[src/rtl/top.sv]
// ============================================================================
//  Module      : top
//  Description : Registered bitwise logic unit. A one-hot select picks
//                NAND / NOR / XOR / XNOR of A and B. The result and a
//                select-error flag are registered with one cycle of latency.
//  Revision    : 1.0 - initial release
// ============================================================================
`default_nettype none

module top #(
  parameter int WIDTH = 1
) (
  input  logic             clk,
  input  logic             rst_n,
  input  logic [WIDTH-1:0] A,
  input  logic [WIDTH-1:0] B,
  input  logic [3:0]       Sel,
  output logic [WIDTH-1:0] Y,
  output logic             sel_err
);

  // One-hot operation encodings
  localparam logic [3:0] C_OP_NAND = 4'b0001;
  localparam logic [3:0] C_OP_NOR  = 4'b0010;
  localparam logic [3:0] C_OP_XOR  = 4'b0100;
  localparam logic [3:0] C_OP_XNOR = 4'b1000;

  logic [WIDTH-1:0] y_d;
  logic [WIDTH-1:0] y_q;
  logic             err_d;
  logic             err_q;

  // Next-state result: purely a function of the current A, B and Sel.
  // Anything other than exactly one select bit (including all-zero)
  // yields a zero result and raises the error flag.
  always_comb begin
    y_d   = '0;
    err_d = 1'b0;
    case (Sel)
      C_OP_NAND: y_d = ~(A & B);
      C_OP_NOR:  y_d = ~(A | B);
      C_OP_XOR:  y_d = A ^ B;
      C_OP_XNOR: y_d = ~(A ^ B);
      default: begin
        y_d   = '0;
        err_d = 1'b1;
      end
    endcase
  end

  // Output registers; reset clears them immediately, independent of clk
  // and of the operand values.
  always_ff @(posedge clk or negedge rst_n) begin
    if (!rst_n) begin
      y_q   <= '0;
      err_q <= 1'b0;
    end else begin
      y_q   <= y_d;
      err_q <= err_d;
    end
  end

  assign Y       = y_q;
  assign sel_err = err_q;

endmodule

`default_nettype wire

[config.mk]
export PLATFORM = sky130hd
export DESIGN_NAME = top
export DESIGN_NICKNAME = d
export VERILOG_FILES = /design/src/rtl/top.sv
export SDC_FILE = /design/constraint.sdc
export NUM_CORES = 1
export LEC_CHECK = 0
export CAP_MARGIN = 20
export CORE_AREA = 2 2 39 41
export DETAILED_ROUTE_END_ITERATION = 8
export DIE_AREA = 0 0 41 43
export PLACE_DENSITY = 0.4
export SLEW_MARGIN = 25
export SYNTH_ARGS = -nofsm -noshare
export SYNTH_HDL_FRONTEND = slang
export SYNTH_SLANG_ARGS = --single-unit
[constraint.sdc]
create_clock -name clk -period 1.5 [get_ports clk]
set_clock_uncertainty 0.1 [all_clocks]
set_input_delay 0.375 -clock clk [delete_from_list [all_inputs] [get_ports clk]]
set_output_delay 0.375 -clock clk [all_outputs]
set_load 0.01 [all_outputs]
# ---- Word level (Yosys, flattened, before mapping)
# Index checks and enable logic that the tools add are counted.
dict set report op_classes {
  n_eq_ne 4
  mux 2
  bitwise_logic 6
  n_reduce_logical 1
}
# operator count
set ops {}
lappend ops {{$eq 4x1->1 const B} 1}
lappend ops {{$eq 4x2->1 const B} 1}
lappend ops {{$eq 4x3->1 const B} 1}
lappend ops {{$eq 4x4->1 const B} 1}
lappend ops {{$pmux 1 s4} 1}
lappend ops {{$reduce_or 4->1} 1}
lappend ops {{$not 1->1} 3}
lappend ops {{$and 1x1->1} 1}
lappend ops {{$mux 1} 1}
lappend ops {{$or 1x1->1} 1}
lappend ops {{$xor 1x1->1} 1}
dict set report totals {
  register_bits 2
  in_bits 8
  output_inout_bits 2
  word_cells 15
}

# ---- Logic depth before layout (Yosys ltp)
dict set report depth {
  word_depth 3
  depth_mapped 5
  mapped_depth_nobuf 5
}

# ---- Worst setup path after synthesis
# Ideal clock, no wire load.
dict set report synth_path {
  kind {input to register}
  startpoint {input A}
  endpoint {register y_q (netlist: Y)}
  setup_time_ps 95
  arrival_ps 1082
  required_ps 1305
  slack_ps 223
  stages 5
  path_buffers 0
  cell_sequence {inv_1 ha_1 nor4_1 a22oi_1 o31ai_1}
}
dict set report synth_between {
  elab_chain_len 3
  word_cells_on_any_way 7
  cone_classes {1 x mux; 6 x bitwise}
}
# element line_no
set synth_lines {}
lappend synth_lines {{start: declaration} 15} ;# input logic [WIDTH-1:0] A,
lappend synth_lines {{$xor 1x1->1 (tied with other cells)} {42, 43}}
lappend synth_lines {{$not 1->1, on equally long branches} {43, 40, 41}}
lappend synth_lines {{$pmux 1 s4 (*)} 39} ;# case (Sel)
lappend synth_lines {{net y_d} 28} ;# logic [WIDTH-1:0] y_d;
lappend synth_lines {{end signal: assignment} 58} ;# y_q <= y_d;
lappend synth_lines {{end: declaration} 29} ;# logic [WIDTH-1:0] y_q;
# Mark *: on every way through the listed nets, which the timed path passes. The rest lies on a longest branch.

# ---- Worst setup path after layout
dict set report layout_path {
  startpoint {input Sel[1]}
  endpoint {register y_q (netlist: Y)}
}
dict set report layout_between {
  elab_chain_len 2
  word_cells_on_any_way 5
  cone_classes {4 x eq/ne; 1 x mux}
}
# element line_no
set layout_lines {}
lappend layout_lines {{start: declaration} 17} ;# input logic [3:0] Sel,
lappend layout_lines {{$eq 4x4->1 (tied with other cells)} 39}
lappend layout_lines {{$pmux 1 s4 (*)} 39}
lappend layout_lines {{net y_d} 28}
# Marks and branches as above.

==> results.sh <==
export IMPL_outcome="finished clean"
export IMPL_syn_avg_cell_area_sq_um=9.347
export IMPL_clk_pin_slew_ns=0.03
export IMPL_synth_edff_count=0
export IMPL_place_inst=46
export IMPL_synth_mux_area_frac=0
export IMPL_place_ws_ns=-0.3326
export IMPL_cts_buffers=3
export IMPL_drt_first_pass_iters=2
export IMPL_timing_final_crit_period_ns=1.465
export IMPL_path_buf_inv=2
export IMPL_slew_limit_headroom=0.8323
export IMPL_grt_pass1_vias=178
export IMPL_clock_sinks=2
export IMPL_post_dp_cell_area_sq_um=299.0
export IMPL_required_ns=1.52
export IMPL_slew_violations=0
export IMPL_initial_core_util=0.1148
export IMPL_syn_inst=17
export IMPL_clkPwrFrac=0.472
export IMPL_place_gp_congestion=0.5779
export IMPL_fmax_ghz=0.6825
export IMPL_grt_start_max_net_pins=6
export IMPL_synth_main_ff_cell="dfrtp_1"
export IMPL_ctsRootBufferMaster="clkbuf_4"
export IMPL_grt_pass1_wl_microns=600
export IMPL_synthArstFlopShare=1.000
export IMPL_final_util=0.2640
export IMPL_cp_arrival_ns=1.48
export IMPL_dp_final_hpwl_microns=286.8
export IMPL_synth_area_leader_cell="dfrtp_1"
export IMPL_synth_fp_nets=27
export IMPL_yosys_area_top_type_share=0.3150
export IMPL_io_buffers=9
export IMPL_wl_microns=453
export IMPL_synthTopCellsByCount="3 x inv_1, 2 x dfrtp_1, 2 x ha_1"
export IMPL_clockBufferDepth=2
export IMPL_cp_slowest_cell="clkdlybuf4s50_1"
export IMPL_synth_fa_ha_area_frac=0.1575
export IMPL_ys_types=13
export IMPL_grt_usage=0.05210
export IMPL_final_hold_violation_count=0
export IMPL_peakVddDrop_mv=0.1360
export IMPL_vias=196
export IMPL_drc=0
export IMPL_yosysWarningCount=0
export IMPL_antenna_found_initial=0
export IMPL_cp_start_kind="input port"
export IMPL_synthSimpleGateAreaFrac=0.1417
export IMPL_power_total_uw=247.1
export IMPL_via_per_inst=4.000
export IMPL_fin_area_sq_um=365.4
export IMPL_synth_xor_area_frac=0.05512
export IMPL_synth_seq_cells=2
export IMPL_setup_ws_ns=0.03487
export IMPL_seqPwrFrac=0.238
export IMPL_post_cts_setup_buffer_count=0
export IMPL_yosysMostFrequentCell="inv_1"
export IMPL_p_leak_uw=0.0001775
export IMPL_maxCapViolCount=0
export IMPL_drt_wirelength_per_cell_microns=9.245
export IMPL_die_x_microns=41
export IMPL_worstPathCellList="clkdlybuf4s50_1, buf_4, a31oi_1, o31ai_1"
export IMPL_ant_nets=0
export IMPL_netlist_area_sq_um=158.9
export IMPL_pin_count=10
export IMPL_dieArea_sq_mm=0.001763
export IMPL_synth_compound_gate_area_share=0.2598
export IMPL_core_sq_mm=0.001384
export IMPL_htreeDepth=1
export IMPL_finalSetupViolCount=0
export IMPL_combPwrFrac=0.290
export IMPL_synth_top_family_by_area="compound AO/OA/AOI/OAI gates"
export IMPL_power_switching_uw=59.51
export IMPL_crit_type="in -> reg"
export IMPL_nets=45
export IMPL_cpPeakStageDelay_ns=0.60
export IMPL_p_sw_frac=0.2409
export IMPL_grt_overflow_total=0
export IMPL_rows=14
export IMPL_antenna_cells=0
export IMPL_p_int_uw=187.6
export IMPL_crit_family="buffers and inverters"
export IMPL_cts_tree="built"
export IMPL_area_growth_pct=129.9
export IMPL_fin_crit_sh=0.9768
export IMPL_die_h_microns=43
export IMPL_first_iter_violations=2
export IMPL_layout_drive_gt1_share=0.3636
export IMPL_crit_path_end_kind="register"
export IMPL_p_per_area_mw_per_mm2=676.3
export IMPL_cp_max_fo=5
export IMPL_synthTopCellsByArea="dfrtp_1 31%, ha_1 16%, inv_1 7.1%"
export IMPL_max_slew_worst_pin_slew_ns=0.2509
export IMPL_fin_cells=49
export IMPL_hold_path_class="in -> async"
export IMPL_synth_seq_area_share=0.3150
==> flip-flops by register name, indices dropped and copies added (netlist names) <==
signal	count
Y	1
sel_err	1
==> logic make-up after synthesis <==
family                     count (synthesis)
adders and majority gates                  2
buffers and inverters                      3
AOI/OAI and AO/OA                          6
and+or+nand+nor                            3
DFF                                        2
xor gates and xnor gates                   1
==> worst max-delay path by stage <==
| stage | end | start | depth (start not counted) | slack (ns) |
|---|---|---|---|---|
| final | Y | Sel[1] | 4 | 0.03 |
| after global routing | Y | Sel[2] | 4 | -0.007 |
| after CTS | Y | A | 6 | -0.02 |
| after detailed placement | Y | A | 6 | -0.33 |
| after global placement | Y | A | 6 | -0.33 |
| after floorplan | Y | A | 5 | 0.22 |
==> what timing repair did <==
action,CTS,global route
hold buffers,0,0
setup endpoints to repair,3,2
pin swaps,2,2
resized for setup,2,9
==> metrics by stage <==
step / TNS [ns] / hold WS, ns
global route: -0.006790 / 0.2123
global placement: -0.4898 / 0.4471
finish: 0 / 0.2192
CTS: -0.01858 / 0.2162
detailed placement: -0.5382 / 0.4505
floorplan: 0 / -0.02059
==> layout make-up <==
cell class	instances	area, sq um
Fill cell	152	1018
Sequential cell	2	50.05
Multi-Input combinational cell	12	136.4
Clock buffer	3	22.52
Tap cell	16	20.02
Timing Repair Buffer	13	125.1
Inverter	3	11.26
==> power by group through the flow <==
stage | sequential [uW] | clock [uW] | combinational, uW
after CTS | 59.0 | 122 | 59.1
after global placement | 59.9 | 0 | 60.8
after floorplan | 62.2 | 0 | 15.5
after detailed placement | 59.7 | 0 | 61.6
after global routing | 59.5 | 127 | 77.8
final | 58.9 | 117 | 71.5
==> layout by cell type (no fill, tap or decap), types with 2 or more instances in the layout <==
cell type | Yosys | routed
dfrtp_1 | 2 | 2
buf_4 | 0 | 4
clkbuf_4 | 0 | 3
dlymetal6s2s_1 | 0 | 3
inv_1 | 3 | 2
dlygate4sd2_1 | 0 | 2
clkdlybuf4s50_1 | 0 | 4
==> layer usage <==
layer / wire [microns] / track usage / vias up
met4: 0 / 0.04000 / 0
met3: 38 / 0.03141 / 0
met2: 224 / 0.06875 / 7
li1: - / - / 95
met5: 0 / 0 / -
met1: 189 / 0.05751 / 94
Power figures use the tool's default switching activity.
==> RTL edit (same flow settings) <==
Register the output `sel_err` once more, without a reset; this adds one clock of latency there. The other outputs are not delayed to match.
--- a/src/rtl/top.sv
+++ b/src/rtl/top.sv
@@ -63,3 +63,5 @@
   assign Y       = y_q;
-  assign sel_err = err_q;
+  always_ff @(posedge clk) begin
+    sel_err <= err_q;
+  end
 
Check against the original RTL: not equivalent (Yosys sat finds a counterexample within 4 cycles, from zero or initial values and one cycle with rst_n low).
==> RTL edit against the original RTL <==
  * Clock power up 22%
  * Worst setup slack better by 0.063 ns
  * Core utilization up 0.81 points
  * Via count up 1.0%
  * Synthesized area up 13%
  * First-iteration DRC count down 100%
  * Sequential cell count up 1
  * Worst hold slack worse by 0.014 ns
  * Cell area up 3.1%
  * Routed wire length up 8.8%
  * Sequential share of layout area up 4.9 points
  * Power up 21%
  * Critical endpoint unchanged
  * Largest power group unchanged
  * Highest routed layer unchanged
==> RTL edit: results (changes against the original RTL) <==
[metrics] Initial DRC Count: 0 (was 2)
[metrics] synth top area cells: dfrtp_1 28%, ha_1 14%, dfxtp_1 11% (was dfrtp_1 31%, ha_1 16%, inv_1 7.1%)
[metrics] Final Worst Setup Slack: 0.0983 ns (was 0.0349 ns)
[metrics] via total after detailed routing: 198 (was 196)
[metrics] Inverters, non-clock: 3 (unchanged)
[metrics] endpoint of the worst register-to-register path: sel_err$_DFF_P_
[metrics] area of placed instances: 312 um2 (was 299 um2)
[metrics] syn nets: 28 (was 27)
[metrics] # fillers: 137 (was 152)
[metrics] Sw Ratio: 24.6% (was 24.1%)
[metrics] maximum number of pins on one net before global-route repair: 6 (unchanged)
[metrics] multi-input gate share of total cell area: 34.9% (was 37.3%)
[metrics] P&R area growth vs syn: 110% (was 130%)
[metrics] GRT Util Overall: 7.31% (was 5.21%)
[metrics] share of synthesized area occupied by flip-flops and latches: 39.2% (was 31.5%)
[metrics] result of the run: complete, no violations (unchanged)
[metrics] Non-clock buffering overhead: 31.2% (was 34.2%)
[metrics] sequential cell area: 70.1 um2 (was 50.0 um2)
[metrics] Clock-cell share: 6.98% (was 6.16%)
[metrics] post-synthesis xor/xnor area fraction: 4.90% (was 5.51%)
[metrics] count of TritonRoute iterations in the first routing pass: 1 (was 2)
[metrics] Final HPWL DP: 346 um (was 287 um)
[metrics] count of clock buffers in the final design: 4 (was 3)
[metrics] Critical R2R Launch: err_q$_DFF_PN0_
[metrics] compound-cell area share of the yosys netlist: 23.1% (was 26.0%)
[metrics] cts bufs inserted: 3 (unchanged)
[metrics] fraction of the mapped netlist area in adder cells: 14.0% (was 15.7%)
[metrics] reported leakage power: 0.179 nW (was 0.177 nW)
[metrics] Yosys reg bits: 3 (was 2)
[metrics] setup slack after placement: -0.355 ns (was -0.333 ns)
[metrics] worst voltage drop across the vdd grid: 184 uV (was 136 uV)
[metrics] CTS root buf: clkbuf_4 (unchanged)
[metrics] total of plain and repair buffers excluding clock buffers: 12 (was 13)
[metrics] final hold violation count: 0 (unchanged)
[metrics] FFs w/ async S/R, synth: 66.7% (was 100%)
[metrics] Worst-Skew Late Latency: 0.23 ns
[metrics] worst-case hold slack: 0.205 ns (was 0.219 ns)
[metrics] detail-routed net length per standard cell: 9.86 um (was 9.24 um)
[metrics] proportion of layout cells with a drive suffix above 1: 32.4% (was 36.4%)
[metrics] number of global-route vias before repair: 205 (was 178)
[metrics] post-synthesis area per instance: 9.94 um2 (was 9.35 um2)
[metrics] first-pass GRT wire length: 807 um (was 600 um)
[metrics] Arr. time, crit path: 1.41 ns (was 1.48 ns)
[metrics] Max Fanout on Critical Path: 5 (unchanged)
[metrics] power density relative to cell area: 795 nW/um2 (was 676 nW/um2)
[metrics] Synth cell types: 14 (was 13)
[metrics] Placer Congestion: 0.602 (was 0.578)
[metrics] final non-filler cell total: 50 (was 49)
[metrics] max_slew headroom: 82.9% (was 83.2%)
RTL edit: cell count changes after synthesis:
cell / change
dfxtp_1: +1
RTL edit: power by group through the flow:
stage / sequential [mW] / clock [mW] / combinational [mW]
finish: 0.0883 / 0.143 / 0.0684
global route: 0.0887 / 0.161 / 0.0753
CTS: 0.0884 / 0.149 / 0.0572
detailed placement: 0.0897 / 0 / 0.0598
global placement: 0.0899 / 0 / 0.0587
floorplan: 0.0921 / 0 / 0.0155
RTL edit: layer usage:
metal,vias to the layer above,part of all wire (%),GRT usage [%]
met5,-,0,0
met3,0,11,3.66
met4,0,0,8.00
met1,90,37,7.35
li1,99,-,-
met2,9,52,9.69
RTL edit: repair_timing:
action / in CTS / in global routing
pin swaps: 1 / 2
hold endpoints to repair: 0 / 0
setup endpoints to repair: 3 / 2
gates resized for setup: 2 / 9
RTL edit: critical path: stages:
cell	delay (ns)
clkdlybuf4s50_1	0.57
buf_4	0.17
nor4_4	0.04
a22oi_1	0.16
o31ai_1	0.10
